## config.mk

```make
export PLATFORM = sky130hd
export DESIGN_NAME = keypad_scanner
export DESIGN_NICKNAME = d
export VERILOG_FILES = /design/src/rtl/keypad_pkg.sv /design/src/rtl/keypad_scanner_col_sync.sv /design/src/rtl/keypad_scanner.sv
export SDC_FILE = /design/constraint.sdc
export NUM_CORES = 1
export LEC_CHECK = 0
export CORE_MARGIN = 2
export CORE_UTILIZATION = 57
export CTS_CLUSTER_DIAMETER = 80
export CTS_CLUSTER_SIZE = 12
export DETAILED_ROUTE_END_ITERATION = 7
export HOLD_SLACK_MARGIN = 0.15
export PLACE_DENSITY = 0.79
export SLEW_MARGIN = 20
export SYNTH_ARGS = -nofsm -noshare
export SYNTH_HDL_FRONTEND = slang
export SYNTH_SLANG_ARGS = --single-unit
```

## constraint.sdc

```tcl
create_clock -name clk -period 2.6 [get_ports clk]
set_input_delay 0.78 -clock clk [delete_from_list [all_inputs] [get_ports clk]]
set_output_delay 0.78 -clock clk [all_outputs]
set_load 0.05 [all_outputs]
```

## src/rtl/keypad_pkg.sv

```systemverilog
`default_nettype none
// ============================================================================
// keypad_pkg: shared states and matrix geometry for the keypad scanner.
// Revision: 1.0
// ============================================================================
package keypad_pkg;

  typedef enum logic [1:0] {
    SCAN     = 2'd0,
    DEBOUNCE = 2'd1,
    HELD     = 2'd2,
    RELEASE  = 2'd3
  } keypad_state_t;

  localparam int         ROWS     = 4;
  localparam int         COLS     = 4;
  localparam logic [3:0] ROW_IDLE = 4'b1110;

endpackage
`default_nettype wire

```

## src/rtl/keypad_scanner_col_sync.sv

```systemverilog
`default_nettype none
// ============================================================================
// col_sync: two-flop synchronizer; idles at all ones (no column pulled low).
// Revision: 1.0
// ============================================================================
module col_sync #(
  parameter int WIDTH = 4
) (
  input  logic             clk,
  input  logic             resetN,
  input  logic [WIDTH-1:0] i_async,
  output logic [WIDTH-1:0] o_sync
);

  logic [WIDTH-1:0] r_meta;
  logic [WIDTH-1:0] r_sync;

  always_ff @(posedge clk or negedge resetN) begin
    if (!resetN) begin
      r_meta <= '1;
      r_sync <= '1;
    end else begin
      r_meta <= i_async;
      r_sync <= r_meta;
    end
  end

  assign o_sync = r_sync;

endmodule
`default_nettype wire

```

## src/rtl/keypad_scanner.sv

```systemverilog
`default_nettype none
// ============================================================================
// keypad_scanner: 4x4 matrix scanner with debounced key code and press/release pulses.
// Revision: 1.0
// ============================================================================
module keypad_scanner
  import keypad_pkg::*;
#(
  parameter int SCAN_DIV       = 16,
  parameter int DEBOUNCE_SCANS = 4
) (
  input  logic            clk,
  input  logic            resetN,
  input  logic [COLS-1:0] colN,
  output logic [ROWS-1:0] rowN,
  output logic [3:0]      keyCode,
  output logic            keyPressPulse,
  output logic            keyReleasePulse,
  output logic            keyIsPressed
);

  localparam int          c_ROW_W   = $clog2(ROWS);
  localparam int          c_COL_W   = $clog2(COLS);
  localparam logic [15:0] c_DIV_MAX = 16'(SCAN_DIV - 1);
  localparam logic [3:0]  c_DEB     = 4'(DEBOUNCE_SCANS);

  logic [COLS-1:0]    w_colS;
  logic [15:0]        r_divCnt;
  logic               w_tick;
  logic               w_anyLow;
  logic [c_COL_W-1:0] w_winCol;

  keypad_state_t      r_state;
  keypad_state_t      w_stateNxt;
  logic [3:0]         r_debCnt;
  logic [3:0]         w_debCntNxt;
  logic [3:0]         w_debCntInc;
  logic [c_COL_W-1:0] r_candCol;
  logic [c_COL_W-1:0] w_candColNxt;
  logic [c_ROW_W-1:0] r_rowIdx;
  logic [c_ROW_W-1:0] w_rowIdxNxt;
  logic [c_ROW_W-1:0] w_rowIdxAdv;
  logic [ROWS-1:0]    r_rowN;
  logic [3:0]         r_keyCode;
  logic [3:0]         w_keyCodeNxt;
  logic               r_press;
  logic               w_pressNxt;
  logic               r_release;
  logic               w_releaseNxt;
  logic               r_pressed;
  logic               w_pressedNxt;

  col_sync #(
    .WIDTH (COLS)
  ) u_col_sync (
    .clk     (clk),
    .resetN  (resetN),
    .i_async (colN),
    .o_sync  (w_colS)
  );

  // Scan tick divider: one tick per row dwell.
  assign w_tick = (r_divCnt == c_DIV_MAX);

  always_ff @(posedge clk or negedge resetN) begin
    if (!resetN) begin
      r_divCnt <= '0;
    end else if (w_tick) begin
      r_divCnt <= '0;
    end else begin
      r_divCnt <= r_divCnt + 16'd1;
    end
  end

  // Lowest-index low column wins.
  assign w_anyLow = ~&w_colS;

  always_comb begin
    w_winCol = '0;
    for (int i = COLS - 1; i >= 0; i--) begin
      if (!w_colS[i]) begin
        w_winCol = c_COL_W'(i);
      end
    end
  end

  assign w_debCntInc = r_debCnt + 4'd1;
  assign w_rowIdxAdv = r_rowIdx + c_ROW_W'(1);

  always_ff @(posedge clk or negedge resetN) begin
    if (!resetN) begin
      r_state <= SCAN;
    end else begin
      r_state <= w_stateNxt;
    end
  end

  always_comb begin
    w_stateNxt   = r_state;
    w_debCntNxt  = r_debCnt;
    w_candColNxt = r_candCol;
    w_rowIdxNxt  = r_rowIdx;
    w_keyCodeNxt = r_keyCode;
    w_pressNxt   = 1'b0;
    w_releaseNxt = 1'b0;
    w_pressedNxt = r_pressed;

    if (w_tick) begin
      case (r_state)
        SCAN: begin
          if (w_anyLow) begin
            w_candColNxt = w_winCol;
            w_debCntNxt  = 4'd1;
            if (c_DEB == 4'd1) begin
              w_keyCodeNxt = {r_rowIdx, w_winCol};
              w_pressNxt   = 1'b1;
              w_pressedNxt = 1'b1;
              w_debCntNxt  = 4'd0;
              w_stateNxt   = HELD;
            end else begin
              w_stateNxt = DEBOUNCE;
            end
          end else begin
            w_rowIdxNxt = w_rowIdxAdv;
          end
        end

        DEBOUNCE: begin
          if (w_anyLow && (w_winCol == r_candCol)) begin
            w_debCntNxt = w_debCntInc;
            if (w_debCntInc == c_DEB) begin
              w_keyCodeNxt = {r_rowIdx, r_candCol};
              w_pressNxt   = 1'b1;
              w_pressedNxt = 1'b1;
              w_debCntNxt  = 4'd0;
              w_stateNxt   = HELD;
            end
          end else begin
            // A bounce or a column change abandons the candidate entirely.
            w_debCntNxt = 4'd0;
            w_rowIdxNxt = w_rowIdxAdv;
            w_stateNxt  = SCAN;
          end
        end

        HELD: begin
          if (!w_anyLow) begin
            w_debCntNxt = 4'd1;
            if (c_DEB == 4'd1) begin
              w_releaseNxt = 1'b1;
              w_pressedNxt = 1'b0;
              w_debCntNxt  = 4'd0;
              w_rowIdxNxt  = w_rowIdxAdv;
              w_stateNxt   = SCAN;
            end else begin
              w_stateNxt = RELEASE;
            end
          end
        end

        RELEASE: begin
          if (!w_anyLow) begin
            w_debCntNxt = w_debCntInc;
            if (w_debCntInc == c_DEB) begin
              w_releaseNxt = 1'b1;
              w_pressedNxt = 1'b0;
              w_debCntNxt  = 4'd0;
              w_rowIdxNxt  = w_rowIdxAdv;
              w_stateNxt   = SCAN;
            end
          end else begin
            w_debCntNxt = 4'd0;
            w_stateNxt  = HELD;
          end
        end

        default: begin
          w_stateNxt = SCAN;
        end
      endcase
    end
  end

  always_ff @(posedge clk or negedge resetN) begin
    if (!resetN) begin
      r_debCnt  <= '0;
      r_candCol <= '0;
      r_rowIdx  <= '0;
      r_rowN    <= ROW_IDLE;
      r_keyCode <= '0;
      r_press   <= 1'b0;
      r_release <= 1'b0;
      r_pressed <= 1'b0;
    end else begin
      r_debCnt  <= w_debCntNxt;
      r_candCol <= w_candColNxt;
      r_rowIdx  <= w_rowIdxNxt;
      r_rowN    <= ~(ROWS'(1) << w_rowIdxNxt);
      r_keyCode <= w_keyCodeNxt;
      r_press   <= w_pressNxt;
      r_release <= w_releaseNxt;
      r_pressed <= w_pressedNxt;
    end
  end

  assign rowN            = r_rowN;
  assign keyCode         = r_keyCode;
  assign keyPressPulse   = r_press;
  assign keyReleasePulse = r_release;
  assign keyIsPressed    = r_pressed;

endmodule
`default_nettype wire

```

==> impl_metrics.py <==
metrics = {
    "placed_design": {
        "dpl.cell_count": 250,
        "dp_hpwl_microns": 2760,
        "place.gp.congestion": 0.772,
        "io_buffers": 16,
    },
    "global_route": {
        "grt_pass1_vias": 1458,
        "gr-total-overflow": 0,
        "track_usage_pct": 20.7,
        "grt_max_degree": 31,
        "antenna_found_initial": 0,
        "grt_pass1_wl_microns": 6550,
    },
    "clock_tree": {
        "path_clk_slew_ps": 130,
        "clock_sinks": 45,
        "cts_max_path_buffers": 2,
        "post-cts-setup-buffers": 0,
        "cts_buffers": 5,
        "cts_root_buffer": "clkbuf_4",
        "cts_hold_buffers": 0,
        "cts_resized": 0,
        "cts_tree": "done",
        "clk_latency_ps": 350,
        "cts_max_level": 2,
    },
    "drt": {
        "drtIter0Drc": 85,
        "drtPass1Iterations": 4,
        "drc": 0,
        "via_per_inst": 5.76,
        "wl_per_cell_microns": 14.8,
        "routed-via-count": 1486,
        "routed_wl_microns": 3820,
        "final_antenna_net_count": 0,
    },
    "yosys": {
        "syn_area_sq_um": 2060,
        "synth_edf_count": 0,
        "yosys_warnings": 0,
        "synth-main-ff-cell": "dfrtp_1",
        "syn-mean-instance-area_sq_um": 10.7,
        "syn_inst": 192,
        "yosysSeqAreaShare_pct": 55.3,
        "synth_cell_type_count": 44,
        "synth_fp_nets": 201,
        "synthArstFlopShare_pct": 100,
        "yosys_register_bits": 45,
    },
    "die": {
        "ioPinCount": 17,
        "core_area_sq_um": 3420,
        "dieWidth_microns": 64.1,
        "num_rows": 21,
        "die_y_microns": 64.1,
        "dieArea_sq_um": 4110,
        "start_util_pct": 60.4,
    },
    "sta": {
        "worst_slew_pin_slew_ps": 629,
        "fmax_mhz": 405,
        "final-hold-violation-count": 0,
        "tns_ps": 0,
        "period_minus_slack_ps": 2470,
        "setup_viol": 0,
        "rsz0062_at_grt": "false",
        "final.period_utilization_pct": 95.0,
        "finalMaxSlewViolations": 0,
        "skew_ps": 11.7,
        "relSlewSlack_pct": 58.1,
    },
    "setup_path": {
        "crit_chain": "clkdlybuf4s50_1",
        "cp_slowest_stage_delay_ps": 800,
        "critPathLaunchType": "flip-flop",
        "r2r_start": "r_debCnt[0]",
        "worstSetupEndpointType": "output pin",
        "path_depth": 1,
        "cp_top_family": "buffers and inverters",
        "worstPathMaxFanout": 1,
        "crit_path_end": "rowN[3]",
        "regToRegEndpoint": "rowN[1]",
        "startpoint": "rowN[3]",
        "crit_slowest_cell": "clkdlybuf4s50_1",
        "crit_type": "reg2out",
        "worst-r2r-setup-slack_ps": 250,
        "worst-path-buf-inv": 1,
        "r2r_cells": 7,
        "arrival_ps": 1690,
        "crit_required_ps": 1820,
    },
    "run_status": {
        "status": "finished clean",
    },
    "finish": {
        "drive_above_1_share_pct": 12.7,
        "antennaDiodeCount": 0,
        "nNetsFinal": 220,
        "syn_to_final_growth_pct": 14.7,
        "instances_no_fill": 258,
    },
    "power_and_ir_drop": {
        "p_per_area_nw_per_um2": 616,
        "intPower_uw": 1100,
        "p_comb_share_pct": 11.1,
        "power_leakage_uw": 0.00106,
        "p_sw_uw": 358,
        "p_clk_share_pct": 35.5,
        "ir_drop_mv": 0.342,
        "p_sw_share_pct": 24.6,
        "seqPwrFrac_pct": 53.4,
    },
    "job": {
        "cap_violations": 0,
    },
    "min_path": {
        "hp-class": "reg2reg",
    },
}
==> cells in the final DEF (no fill, tap or decap), types with 3 or more instances in the layout <==
cell type	count
nand3_1	9
dfrtp_1	34
clkdlybuf4s50_1	15
and4_1	3
nand4_1	4
o21ai_0	10
mux2_1	4
xnor2_1	10
clkbuf_4	5
nor3_1	5
nand2_1	21
and2_1	4
xor2_1	6
nor4_1	7
inv_1	4
and3_1	4
nand2b_1	5
a21oi_1	5
ha_1	3
nor2_1	12
dfstp_2	11
==> flip-flops by register name (all words and copies together) (netlist names) <==
register / cells
r_candCol: 2
keyReleasePulse: 1
rowN: 4
u_col_sync.r_meta: 4
r_state: 2
r_divCnt: 16
keyCode: 4
r_rowIdx: 2
u_col_sync.o_sync: 4
keyIsPressed: 1
r_debCnt: 4
keyPressPulse: 1
==> worst min-delay path by stage <==
stage | endpoint | cells past startpoint | startpoint
finish | u_col_sync.o_sync[3] | 0 | u_col_sync.r_meta[3]
floorplan | u_col_sync.o_sync[0] | 0 | u_col_sync.r_meta[0]
global route | u_col_sync.o_sync[2] | 0 | u_col_sync.r_meta[2]
CTS | u_col_sync.o_sync[3] | 0 | u_col_sync.r_meta[3]
global placement | u_col_sync.o_sync[0] | 0 | u_col_sync.r_meta[0]
detailed placement | u_col_sync.o_sync[3] | 0 | u_col_sync.r_meta[3]
==> final cells by class <==
| type | count | area [sq um] |
|---|---|---|
| Multi-Input combinational cell | 136 | 877 |
| Clock inverter | 3 | 65.1 |
| Inverter | 5 | 18.8 |
| Sequential cell | 45 | 1140 |
| Clock buffer | 5 | 37.5 |
| Timing Repair Buffer | 18 | 170 |
| Tap cell | 46 | 57.6 |
| Fill cell | 252 | 1050 |
==> logic make-up after synthesis <==
kind of cell | Yosys count | synth area share [%]
buffers and inverters | 11 | 2.18
multiplexers | 4 | 2.18
flip-flops | 45 | 55.3
adder cells (fa/ha/maj) | 3 | 1.82
AND/OR/NAND/NOR | 84 | 22.4
XOR/XNOR | 16 | 6.80
AO/OA/AOI/OAI | 29 | 9.35
==> cell usage after synthesis (2+ instances only) <==
library cell  instances  area [sq um]
buf_2                 2          10.0
and3b_1               2          17.5
nand2b_1              5          31.3
dfstp_2              11           289
and4_1                3          26.3
nor4_1                7          43.8
nand4_1               4          25.0
mux2_1                4          45.0
nor2_1               12          45.0
and2_1                4          25.0
inv_1                 4          15.0
clkbuf_1              2          7.51
nor3_1                5          25.0
a31oi_1               2          12.5
nand3_1               9          45.0
xor2_1                6          52.6
and3_1                4          25.0
ha_1                  3          37.5
o21ai_0              10          50.1
o21ai_1               2          10.0
nand2_1              21          78.8
a21oi_1               5          25.0
xnor2_1              10          87.6
dfrtp_1              34           851
nor2b_1               2          12.5
==> per-layer routing <==
layer / global-route usage, % / share of wire [%] / vias to the layer above
met3: 5.11 / 4.2 / 5
met4: 7.45 / 1.0 / 0
li1: - / - / 714
met5: 0 / 0 / -
met2: 35.9 / 49 / 40
met1: 25.0 / 45 / 727
==> stage by stage <==
stage,util [%],cell area [sq um],hold WS (ps),total power (uW),worst slack (ps)
after floorplan,-,2060,345,886,560
after global placement,66.3,2260,348,939,436
after detailed placement,66.3,2260,347,949,288
after CTS,69.3,2370,366,1460,111
after global routing,69.3,2370,363,1520,69.7
final,69.3,2370,365,1460,131
==> power by group through the flow <==
| stage | Sequential (uW) | Combinational, uW | Clock, uW |
|---|---|---|---|
| final | 777 | 162 | 517 |
| after floorplan | 812 | 74.1 | 0 |
| after global routing | 783 | 177 | 561 |
| after global placement | 785 | 153 | 0 |
| after detailed placement | 788 | 161 | 0 |
| after CTS | 776 | 163 | 524 |
Note: power is estimated with default switching activity, not from simulation.
